`config.mk`:
```
export PLATFORM = sky130hd
export DESIGN_NAME = nvme_to_fifo_writer_flat
export DESIGN_NICKNAME = d
export VERILOG_FILES = /design/src/rtl/nvme_to_fifo_writer_pkg.sv /design/src/rtl/nvme_to_fifo_writer_if.sv /design/src/rtl/nvme_to_fifo_writer_packer.sv /design/src/rtl/nvme_to_fifo_writer.sv /design/src/flat_wrapper.sv
export SDC_FILE = /design/constraint.sdc
export NUM_CORES = 1
export LEC_CHECK = 0
export ABC_AREA = 1
export CORE_MARGIN = 1
export CORE_UTILIZATION = 25
export DETAILED_ROUTE_END_ITERATION = 16
export DONT_BUFFER_PORTS = 1
export PLACE_DENSITY = 0.46
export SYNTH_ARGS = -nofsm -noshare
export SYNTH_HDL_FRONTEND = slang
export SYNTH_SLANG_ARGS = --single-unit
```
`constraint.sdc`:
```
create_clock -name wrclk -period 4.7 [get_ports wrclk]
set_input_delay 1.175 -clock wrclk [delete_from_list [all_inputs] [get_ports wrclk]]
set_output_delay 1.175 -clock wrclk [all_outputs]
set_load 0.005 [all_outputs]
```
`src/rtl/nvme_to_fifo_writer_pkg.sv`:
```
// rtl/nvme_to_fifo_writer_pkg.sv - shared widths, header layout and FSM states for the NVMe FIFO writer
package nvme_fifo_pkg;

  localparam int NVME_ENTRY_W   = 540;
  localparam int NVME_PAYLOAD_W = 512;
  localparam int NVME_HDR_W     = 28;
  localparam int NVME_BEAT_W    = 64;
  localparam int NVME_BEATS     = NVME_PAYLOAD_W / NVME_BEAT_W;

  localparam int HDR_OPCODE_LSB = 512;
  localparam int HDR_TAG_LSB    = 520;
  localparam int HDR_BEATS_LSB  = 532;
  localparam int HDR_LAST_BIT   = 536;
  localparam int HDR_CONT_BIT   = 537;

  typedef struct packed {
    logic [1:0]  rsvd;
    logic        cont;
    logic        last;
    logic [3:0]  beats;
    logic [11:0] tag;
    logic [7:0]  opcode;
  } nvme_fifo_hdr_t;

  typedef enum logic [1:0] {
    IDLE,
    COLLECT,
    WRITE
  } nvme_wr_state_e;

  function automatic logic [NVME_ENTRY_W-1:0] nvme_pack_entry(
    input nvme_fifo_hdr_t            hdr,
    input logic [NVME_PAYLOAD_W-1:0] payload
  );
    return {hdr, payload};
  endfunction

endpackage

```
`src/rtl/nvme_to_fifo_writer_if.sv`:
```
// rtl/nvme_to_fifo_writer_if.sv - beat stream in and FIFO write port out of the NVMe FIFO writer
interface nvme_to_fifo_writer_if;
  import nvme_fifo_pkg::*;

  logic                    s_valid;
  logic                    s_ready;
  logic [NVME_BEAT_W-1:0]  s_data;
  logic                    s_last;
  logic [7:0]              s_opcode;
  logic [11:0]             s_tag;
  logic [NVME_ENTRY_W-1:0] fifo_data;
  logic                    fifo_wrreq;
  logic                    fifo_wrfull;

  // master is the writer block itself; slave is the beat source plus FIFO
  modport master (
    input  s_valid, s_data, s_last, s_opcode, s_tag, fifo_wrfull,
    output s_ready, fifo_data, fifo_wrreq
  );

  modport slave (
    output s_valid, s_data, s_last, s_opcode, s_tag, fifo_wrfull,
    input  s_ready, fifo_data, fifo_wrreq
  );

endinterface

```
`src/rtl/nvme_to_fifo_writer_packer.sv`:
```
// rtl/nvme_to_fifo_writer_packer.sv - payload lane register file and beat counter (nvme_beat_packer)
module nvme_beat_packer
  import nvme_fifo_pkg::*;
(
  input  logic                      clk,
  input  logic                      rst_n,
  input  logic                      beat_we,
  input  logic [NVME_BEAT_W-1:0]    beat_data,
  input  logic                      clear,
  output logic [NVME_PAYLOAD_W-1:0] payload,
  output logic [3:0]                count
);

  logic [NVME_BEATS-1:0][NVME_BEAT_W-1:0] lanes_q, lanes_d;
  logic [3:0]                             count_q, count_d;

  always_comb begin
    lanes_d = lanes_q;
    count_d = count_q;
    if (clear) begin
      lanes_d = '0;
      count_d = '0;
    end else if (beat_we && (count_q < 4'(NVME_BEATS))) begin
      lanes_d[count_q[2:0]] = beat_data;
      count_d               = count_q + 4'd1;
    end
  end

  always_ff @(posedge clk or negedge rst_n) begin
    if (!rst_n) begin
      lanes_q <= '0;
      count_q <= '0;
    end else begin
      lanes_q <= lanes_d;
      count_q <= count_d;
    end
  end

  assign payload = lanes_q;
  assign count   = count_q;

endmodule

```
`src/rtl/nvme_to_fifo_writer.sv`:
```
// rtl/nvme_to_fifo_writer.sv - packs 64-bit beats into 540-bit NVMe FIFO entries; NVME_FIFO_WR_STATS_EN adds write/stall counters
module nvme_to_fifo_writer
  import nvme_fifo_pkg::*;
#(
  parameter int DATA_WIDTH      = 540,
  parameter int BEAT_WIDTH      = 64,
  parameter int BEATS_PER_ENTRY = 8
) (
  input  logic                  wrclk,
  input  logic                  aclr_n,
  nvme_to_fifo_writer_if.master bus,
  output logic                  busy
`ifdef NVME_FIFO_WR_STATS_EN
  ,
  output logic [31:0]           entry_count,
  output logic [31:0]           stall_cycles
`endif
);

  if (DATA_WIDTH != NVME_ENTRY_W || BEAT_WIDTH != NVME_BEAT_W ||
      BEATS_PER_ENTRY != NVME_BEATS || $bits(nvme_fifo_hdr_t) != NVME_HDR_W ||
      HDR_OPCODE_LSB != NVME_PAYLOAD_W || HDR_CONT_BIT != NVME_ENTRY_W - 3 ||
      HDR_TAG_LSB != HDR_OPCODE_LSB + 8 || HDR_BEATS_LSB != HDR_TAG_LSB + 12 ||
      HDR_LAST_BIT != HDR_BEATS_LSB + 4) begin : g_bad_cfg
    $error("nvme_to_fifo_writer: entry must be 512 payload + 28 header built from 8 x 64-bit beats");
  end

  nvme_wr_state_e state_q, state_d;
  logic [7:0]     opcode_q, opcode_d;
  logic [11:0]    tag_q, tag_d;
  logic           last_q, last_d;
  logic           cont_q, cont_d;
  logic           in_frame_q, in_frame_d;

  logic                      xfer;
  logic                      entry_done;
  logic                      wr_fire;
  logic [3:0]                beat_cnt;
  logic [NVME_PAYLOAD_W-1:0] payload;
  nvme_fifo_hdr_t            hdr;

  assign xfer       = bus.s_valid && bus.s_ready;
  assign entry_done = xfer && (bus.s_last || beat_cnt == 4'(BEATS_PER_ENTRY - 1));
  assign wr_fire    = bus.fifo_wrreq;

  nvme_beat_packer u_packer (
    .clk       (wrclk),
    .rst_n     (aclr_n),
    .beat_we   (xfer),
    .beat_data (bus.s_data),
    .clear     (wr_fire),
    .payload   (payload),
    .count     (beat_cnt)
  );

  always_ff @(posedge wrclk or negedge aclr_n) begin
    if (!aclr_n) state_q <= IDLE;
    else         state_q <= state_d;
  end

  always_comb begin
    state_d = state_q;
    case (state_q)
      IDLE, COLLECT: begin
        if (entry_done) state_d = WRITE;
        else if (xfer)  state_d = COLLECT;
      end
      WRITE:   if (wr_fire) state_d = IDLE;
      default: state_d = IDLE;
    endcase
  end

  // s_ready is gated by the reset pin so it is low throughout reset, high right after release
  always_comb begin
    bus.s_ready    = aclr_n && (state_q != WRITE);
    bus.fifo_wrreq = (state_q == WRITE) && !bus.fifo_wrfull;
    busy           = (state_q != IDLE);
  end

  // opcode/tag are only resampled on the first entry of a new frame
  always_comb begin
    opcode_d   = opcode_q;
    tag_d      = tag_q;
    last_d     = last_q;
    cont_d     = cont_q;
    in_frame_d = in_frame_q;
    if (xfer) begin
      last_d = bus.s_last;
      if (state_q == IDLE) begin
        cont_d = in_frame_q;
        if (!in_frame_q) begin
          opcode_d = bus.s_opcode;
          tag_d    = bus.s_tag;
        end
      end
    end
    if (wr_fire) in_frame_d = !last_q;
  end

  always_ff @(posedge wrclk or negedge aclr_n) begin
    if (!aclr_n) begin
      opcode_q   <= '0;
      tag_q      <= '0;
      last_q     <= 1'b0;
      cont_q     <= 1'b0;
      in_frame_q <= 1'b0;
    end else begin
      opcode_q   <= opcode_d;
      tag_q      <= tag_d;
      last_q     <= last_d;
      cont_q     <= cont_d;
      in_frame_q <= in_frame_d;
    end
  end

  always_comb begin
    hdr            = '0;
    hdr.cont       = cont_q;
    hdr.last       = last_q;
    hdr.beats      = beat_cnt;
    hdr.tag        = tag_q;
    hdr.opcode     = opcode_q;
    bus.fifo_data  = nvme_pack_entry(hdr, payload);
  end

`ifdef NVME_FIFO_WR_STATS_EN
  logic [31:0] entry_count_q, entry_count_d;
  logic [31:0] stall_cycles_q, stall_cycles_d;

  always_comb begin
    entry_count_d  = entry_count_q;
    stall_cycles_d = stall_cycles_q;
    if (wr_fire && entry_count_q != '1)
      entry_count_d = entry_count_q + 32'd1;
    if (state_q == WRITE && bus.fifo_wrfull && stall_cycles_q != '1)
      stall_cycles_d = stall_cycles_q + 32'd1;
  end

  always_ff @(posedge wrclk or negedge aclr_n) begin
    if (!aclr_n) begin
      entry_count_q  <= '0;
      stall_cycles_q <= '0;
    end else begin
      entry_count_q  <= entry_count_d;
      stall_cycles_q <= stall_cycles_d;
    end
  end

  assign entry_count  = entry_count_q;
  assign stall_cycles = stall_cycles_q;
`endif

endmodule
```
`src/flat_wrapper.sv`:
```
// flat-port wrapper written by rule: the top's interface ports become plain ports
module nvme_to_fifo_writer_flat import nvme_fifo_pkg::*;
#(
  parameter int DATA_WIDTH      = 540,
  parameter int BEAT_WIDTH      = 64,
  parameter int BEATS_PER_ENTRY = 8
)
  (wrclk, aclr_n, busy, bus_s_valid, bus_s_data, bus_s_last, bus_s_opcode, bus_s_tag, bus_fifo_wrfull, bus_s_ready, bus_fifo_data, bus_fifo_wrreq);
  nvme_to_fifo_writer_if bus_i ();
  input  logic wrclk;
  input  logic aclr_n;
  output logic busy;
  input wire logic [$bits(bus_i.s_valid)-1:0] bus_s_valid;
  input wire logic [$bits(bus_i.s_data)-1:0] bus_s_data;
  input wire logic [$bits(bus_i.s_last)-1:0] bus_s_last;
  input wire logic [$bits(bus_i.s_opcode)-1:0] bus_s_opcode;
  input wire logic [$bits(bus_i.s_tag)-1:0] bus_s_tag;
  input wire logic [$bits(bus_i.fifo_wrfull)-1:0] bus_fifo_wrfull;
  output wire logic [$bits(bus_i.s_ready)-1:0] bus_s_ready;
  output wire logic [$bits(bus_i.fifo_data)-1:0] bus_fifo_data;
  output wire logic [$bits(bus_i.fifo_wrreq)-1:0] bus_fifo_wrreq;
  assign bus_i.s_valid = bus_s_valid;
  assign bus_i.s_data = bus_s_data;
  assign bus_i.s_last = bus_s_last;
  assign bus_i.s_opcode = bus_s_opcode;
  assign bus_i.s_tag = bus_s_tag;
  assign bus_i.fifo_wrfull = bus_fifo_wrfull;
  assign bus_s_ready = bus_i.s_ready;
  assign bus_fifo_data = bus_i.fifo_data;
  assign bus_fifo_wrreq = bus_i.fifo_wrreq;
  nvme_to_fifo_writer #(.DATA_WIDTH(DATA_WIDTH), .BEAT_WIDTH(BEAT_WIDTH), .BEATS_PER_ENTRY(BEATS_PER_ENTRY)) u_core (.wrclk(wrclk), .aclr_n(aclr_n), .bus(bus_i), .busy(busy));
endmodule
```
# Yosys cells after proc, flatten, opt, wreduce, memory -nomap -nowiden
# Cells that the tools add are included.
totals:
  reg_bits: 541
  inputBits: 89
  word_cells: 53
classes:
  n_addsub: 1
  magnitude_cmp: 3
  n_eq_ne: 6
  muxes: 11
  n_bitwise: 1
  reduce_logical: 16
ops:
  columns: ["cell", "n"]
  rows:
  - ["$mux W512", 2]
  - ["$bwmux W512", 1]
  - ["$demux W64 S3", 1]
  - ["$mux W64", 1]
  - ["$mux W4", 2]
  - ["$logic_and A1 B1 Y1", 6]
  - ["$mux W2", 3]
  - ["$add A4 B1 Y4 const B", 1]
  - ["$eq A4 B3 Y1 const B", 1]
  - ["$lt A3 B4 Y1 const B", 1]
  - ["$lt A4 B4 Y1 const B", 1]
  - ["$ne A2 B2 Y1 const B", 2]
  - ["$pmux W2 S2", 1]
  - ["$reduce_and A2 Y1", 2]
  - ["$reduce_bool A2 Y1", 2]
  - ["$ge A3 B1 Y1 const B", 1]
  - ["$ne A3 B2 Y1 const B", 1]
  - ["$reduce_and A3 Y1", 1]
  - ["$eq A2 B1 Y1 const B", 1]
  - ["$eq A2 B2 Y1 const B", 1]
  - ["$logic_not A1 Y1", 2]
  - ["$logic_not A2 Y1", 1]
  - ["$reduce_or A2 Y1", 1]
  - ["$logic_or A1 B1 Y1", 1]
  - ["$not A1 Y1", 1]

# Logic depth before layout (Yosys ltp)
depth:
  ltp_word: 7
  mapped_depth: 9

# Modules after synthesis
# From an unflattened synthesis, not the netlist that was laid out.
unflattened:
  hier_cells: 2511
  hier_area_um2: 21809.7
by_module_without_submodules:
  columns: ["mod", "instances", "cells_per_inst", "area_per_inst_um2", "seq_area_each_um2"]
  rows:
  - ["nvme_beat_packer", 1, 2382, 20693.6, 12912.4]
  - ["nvme_to_fifo_writer", 1, 129, 1116.1, 625.6]

# Worst setup path before layout
# No wires, ideal clock.
synth_timing:
  path_kind: "input to output"
  start: "input bus_fifo_wrfull"
  end: "output bus_fifo_wrreq"
  arrival_time_ns: 1.884
  setup_slack_ns: 1.641
  stages: 5
  path_cell_list: "inv_1 > nand2_1 > buf_2 > buf_1 > inv_1"
synth_between:
  elab_chain_cells: 2
synth_rtl:
  columns: ["element", "line", "source"]
  rows:
  - ["start, declared", "flat_wrapper.sv:18", "input wire logic [$bits(bus_i.fifo_wrfull)-1:0] bus_fifo_wrfull;"]
  - ["$logic_not A1 Y1", "nvme_to_fifo_writer.sv:76", "bus.fifo_wrreq = (state_q == WRITE) && !bus.fifo_wrfull;"]
  - ["$logic_and A1 B1 Y1", "nvme_to_fifo_writer.sv:76", null]
  - ["end, declared", "flat_wrapper.sv:21", "output wire logic [$bits(bus_i.fifo_wrreq)-1:0] bus_fifo_wrreq;"]
# No other way between the ends.

# Worst setup path in the final report
layout_timing:
  start: "input aclr_n"
  end: "register u_core.u_packer.lanes_q, in the netlist u_core.u_packer.payload[32]"
layout_between:
  elab_chain_cells: 4
layout_rtl:
  columns: ["element", "line", "source"]
  rows:
  - ["start, declared", "flat_wrapper.sv:11", "input logic aclr_n;"]
  - ["$logic_and A1 B1 Y1", "nvme_to_fifo_writer.sv:75", "bus.s_ready = aclr_n && (state_q != WRITE);"]
  - ["$logic_and A1 B1 Y1", "nvme_to_fifo_writer.sv:42", "assign xfer = bus.s_valid && bus.s_ready;"]
  - ["$logic_and A1 B1 Y1", "nvme_to_fifo_writer_packer.sv:23", "end else if (beat_we && (count_q < 4'(NVME_BEATS))) begin"]
  - ["$reduce_bool A2 Y1 (no line)", null, null]
  - ["end signal, assigned", "nvme_to_fifo_writer_packer.sv:34", "lanes_q <= lanes_d;"]
  - ["end, declared", "nvme_to_fifo_writer_packer.sv:14", "logic [NVME_BEATS-1:0][NVME_BEAT_W-1:0] lanes_q, lanes_d;"]
# No other way between the ends.
# A chain may end at the register's enable or synchronous reset.

==> run_results.csv <==
group,metric,value,unit
critical_path,r2r_start,"u_core.state_q[1]",
logic_synthesis,avgSynthCellArea,8.44,µm²
routing,wirelength,85100,µm
die,row_count,106,
timing,period_share,0.685,
timing,finalSetupViolations,0,
logic_synthesis,ys_seq_elements,541,
routing,wl_per_cell,23.2,µm
routing,drt_first_pass_iters,5,
critical_path,rr_worst_depth,8,
finish,final_common_cell,"nand2_1",
outcome,violations,"slew limit",
power_and_ir_drop,power,16.7,mW
clocking,clk_pin_slew_worst_paths,0.06,ns
logic_synthesis,synthTopCellsByArea,"dfrtp_1 (64%), nand2_1 (29%), buf_2 (2.1%), inv_1 (1.7%), o21ai_0 (0.61%)",
global_routing,grt_pass1_wl,121000,µm
clocking,cts_tree,"yes",
logic_synthesis,synth_top_area_share,0.638,
routing,drc,0,
logic_synthesis,syn_inst,2512,
clocking,h-tree-depth,3,
critical_path,startpoint_type,"input port",
placed_design,placed_cell_area,0.0225,mm²
routing,ant_nets,0,
timing,drv_slew,293,
logic_synthesis,yosysUniqueCellTypes,22,
logic_synthesis,ys_seq_area_frac,0.638,
timing,max_slew_margin,-0.714,
critical_path,path_common_cell,"nand2_1",
die,start_util,0.253,
timing,clock_skew,0.0274,ns
clocking,cts_buffer_depth,3,
critical_path,r2r-end,"u_core.u_packer.payload[32]",
clocking,clockRootBuffer,"clkbuf_16",
clocking,cts_resized,0,
critical_path,cp_max_fo,545,
timing,hold_viol_final,0,
timing,worst_slew_pin_slew,2.57,ns
critical_path,cp_slowest_cell,"nand2_4",
die,io_pins,632,
finish,drive_gt1_frac,0.0592,
finish,final_cell_mix,"nand2_1 (1657), dfrtp_1 (541), inv_1 (98), clkbuf_16 (68), nor2_1 (29)",
finish,nFillCells,9085,
critical_path,crit_start,"aclr_n",
logic_synthesis,ys_warn_count,0,
critical_path,crit_family,"simple AND/OR/NAND/NOR gates",
finish,layout.nets,2582,
die,die_w,293,µm
finish,multi_input_area,0.00680,mm²
die,die_h,293,µm
critical_path,critical_path_depth,6,
clocking,cts.sinks,541,
clocking,cts_hold_buf,0,
timing,fmax,0.311,GHz
die,core_area,0.0838,mm²
global_routing,grt_max_degree,546,
finish,seq_area,0.0135,mm²
logic_synthesis,syn-cell-area,0.0212,mm²
critical_path,crit_path_end_kind,"flip-flop",
timing,layout_min_cycle_time,3.22,ns
timing,rsz0062_at_grt,"false",
routing,initialDrtViolationCount,1018,
die,dieArea,0.0860,mm²
critical_path,crit_chain,"nand4_1, nand2_1, nand2_4, buf_4, nand2_1, nand2_1",
power_and_ir_drop,peakVddDrop,0.000256,V
finish,n_antenna_cell,0,
logic_synthesis,yosysTopAreaCell,"dfrtp_1",
global_routing,grt.overflow.total,0,
min_path,hold_path.class,"input port to asynchronous set/reset pin",
critical_path,path_buf_inv,1,
global_routing,grt_usage,0.195,
critical_path,cp.arrival,3.75,ns
placed_design,gp_congestion,0.777,
critical_path,worst-r2r-setup-slack,1.58,ns
clocking,cts_setup_buffers,0,
clocking,clkLatencyLatePin,0.62,ns
outcome,outcome,"finished with violations",
power_and_ir_drop,leakage,13.8,nW
flow_run,maxCapViolations,0,
critical_path,slowest_delay,0.85,ns
routing,num_vias,16000,
finish,design_area,0.0246,mm²
placed_design,io_buffers,0,
finish,areaGrowthSynthToFinish,15.9,%
critical_path,worstPathRequired,5.23,ns
clocking,cts-buffers-inserted,67,
critical_path,crit_type,"input port to flip-flop",
placed_design,dp_hpwl,53900,µm
power_and_ir_drop,cellPowerDensity,680,mW/mm²
routing,viasPerCell,4.35,
global_routing,grt_antenna_before_repair,2,
timing,setup_tns,0,ns
critical_path,endpoint,"u_core.u_packer.payload[32]",
global_routing,grt_pass1_vias,16000,
final cells by class:
type | instances | share of cell area
multi-input combinational | 1749 | 0.277
tap | 1134 | 0.0577
clock buffer | 95 | 0.0778
sequential | 541 | 0.551
clock inverter | 17 | 0.00815
timing repair buffer | 28 | 0.0126
inverter | 105 | 0.0160
per-layer routing:
layer  global-route usage  wire length [µm]  vias to the layer above
li1                     -                 -                     7443
met1                0.236             34600                     7853
met2                0.320             40300                      540
met3               0.0666              7620                      134
met4               0.0692              2580                        0
met5                    0                 0                        -
Yosys cell counts (all sizes together):
| library cell | number |
|---|---|
| a21oi | 2 |
| buf | 98 |
| clkbuf | 20 |
| clkinv | 1 |
| conb | 1 |
| dfrtp | 541 |
| ha | 1 |
| inv | 104 |
| nand2 | 1666 |
| nand3 | 8 |
| nand4 | 2 |
| nor2 | 36 |
| nor3 | 5 |
| o21ai | 26 |
| xor2 | 1 |
stage by stage:
stage,worst slack (ns),hold slack [ns],cells,util
2_1_floorplan,1.64,0.463,2513,-
3_3_place_gp,1.05,0.479,3557,0.268
3_5_place_dp,0.989,0.484,3557,0.268
4_1_cts,1.51,0.234,3669,0.293
5_1_grt,1.32,0.261,3669,0.293
6_report,1.48,0.302,3669,0.293
worst min-delay path by stage:
stage,startpoint,to
final,aclr_n,u_core.u_packer.payload[79]
after global placement,u_core.u_packer.payload[415],u_core.u_packer.payload[415]
after floorplan,u_core.last_q,u_core.in_frame_q
after detailed placement,u_core.u_packer.payload[163],u_core.u_packer.payload[163]
after CTS,aclr_n,u_core.u_packer.payload[330]
after global routing,aclr_n,u_core.u_packer.payload[79]
kinds of logic (layout without fill, tap and decap cells):
group                      after synthesis  after routing  synth area share
and+or+nand+nor                       1717           1717             0.308
adders and majority gates                1              1          0.000590
buffers and inverters                  223            245            0.0463
xor gates and xnor gates                 1              1          0.000413
other                                    1              2          0.000177
DFF                                    541            541             0.638
AOI/OAI and AO/OA                       28             28           0.00661
flip-flops by register name (all words and copies together), names as in the netlist:
signal,flops
u_core.in_frame_q,1
u_core.state_q,2
u_core.u_packer.count,4
u_core.u_packer.payload,512
u_core.tag_q,12
u_core.opcode_q,8
u_core.last_q,1
u_core.cont_q,1
report_power, final:
part	internal, mW	switching [mW]
Sequential	6.65	2.22
Clock	2.92	2.17
Combinational	0.913	1.83
Total	10.5	6.22
Note: power is estimated with default switching activity, not from simulation.
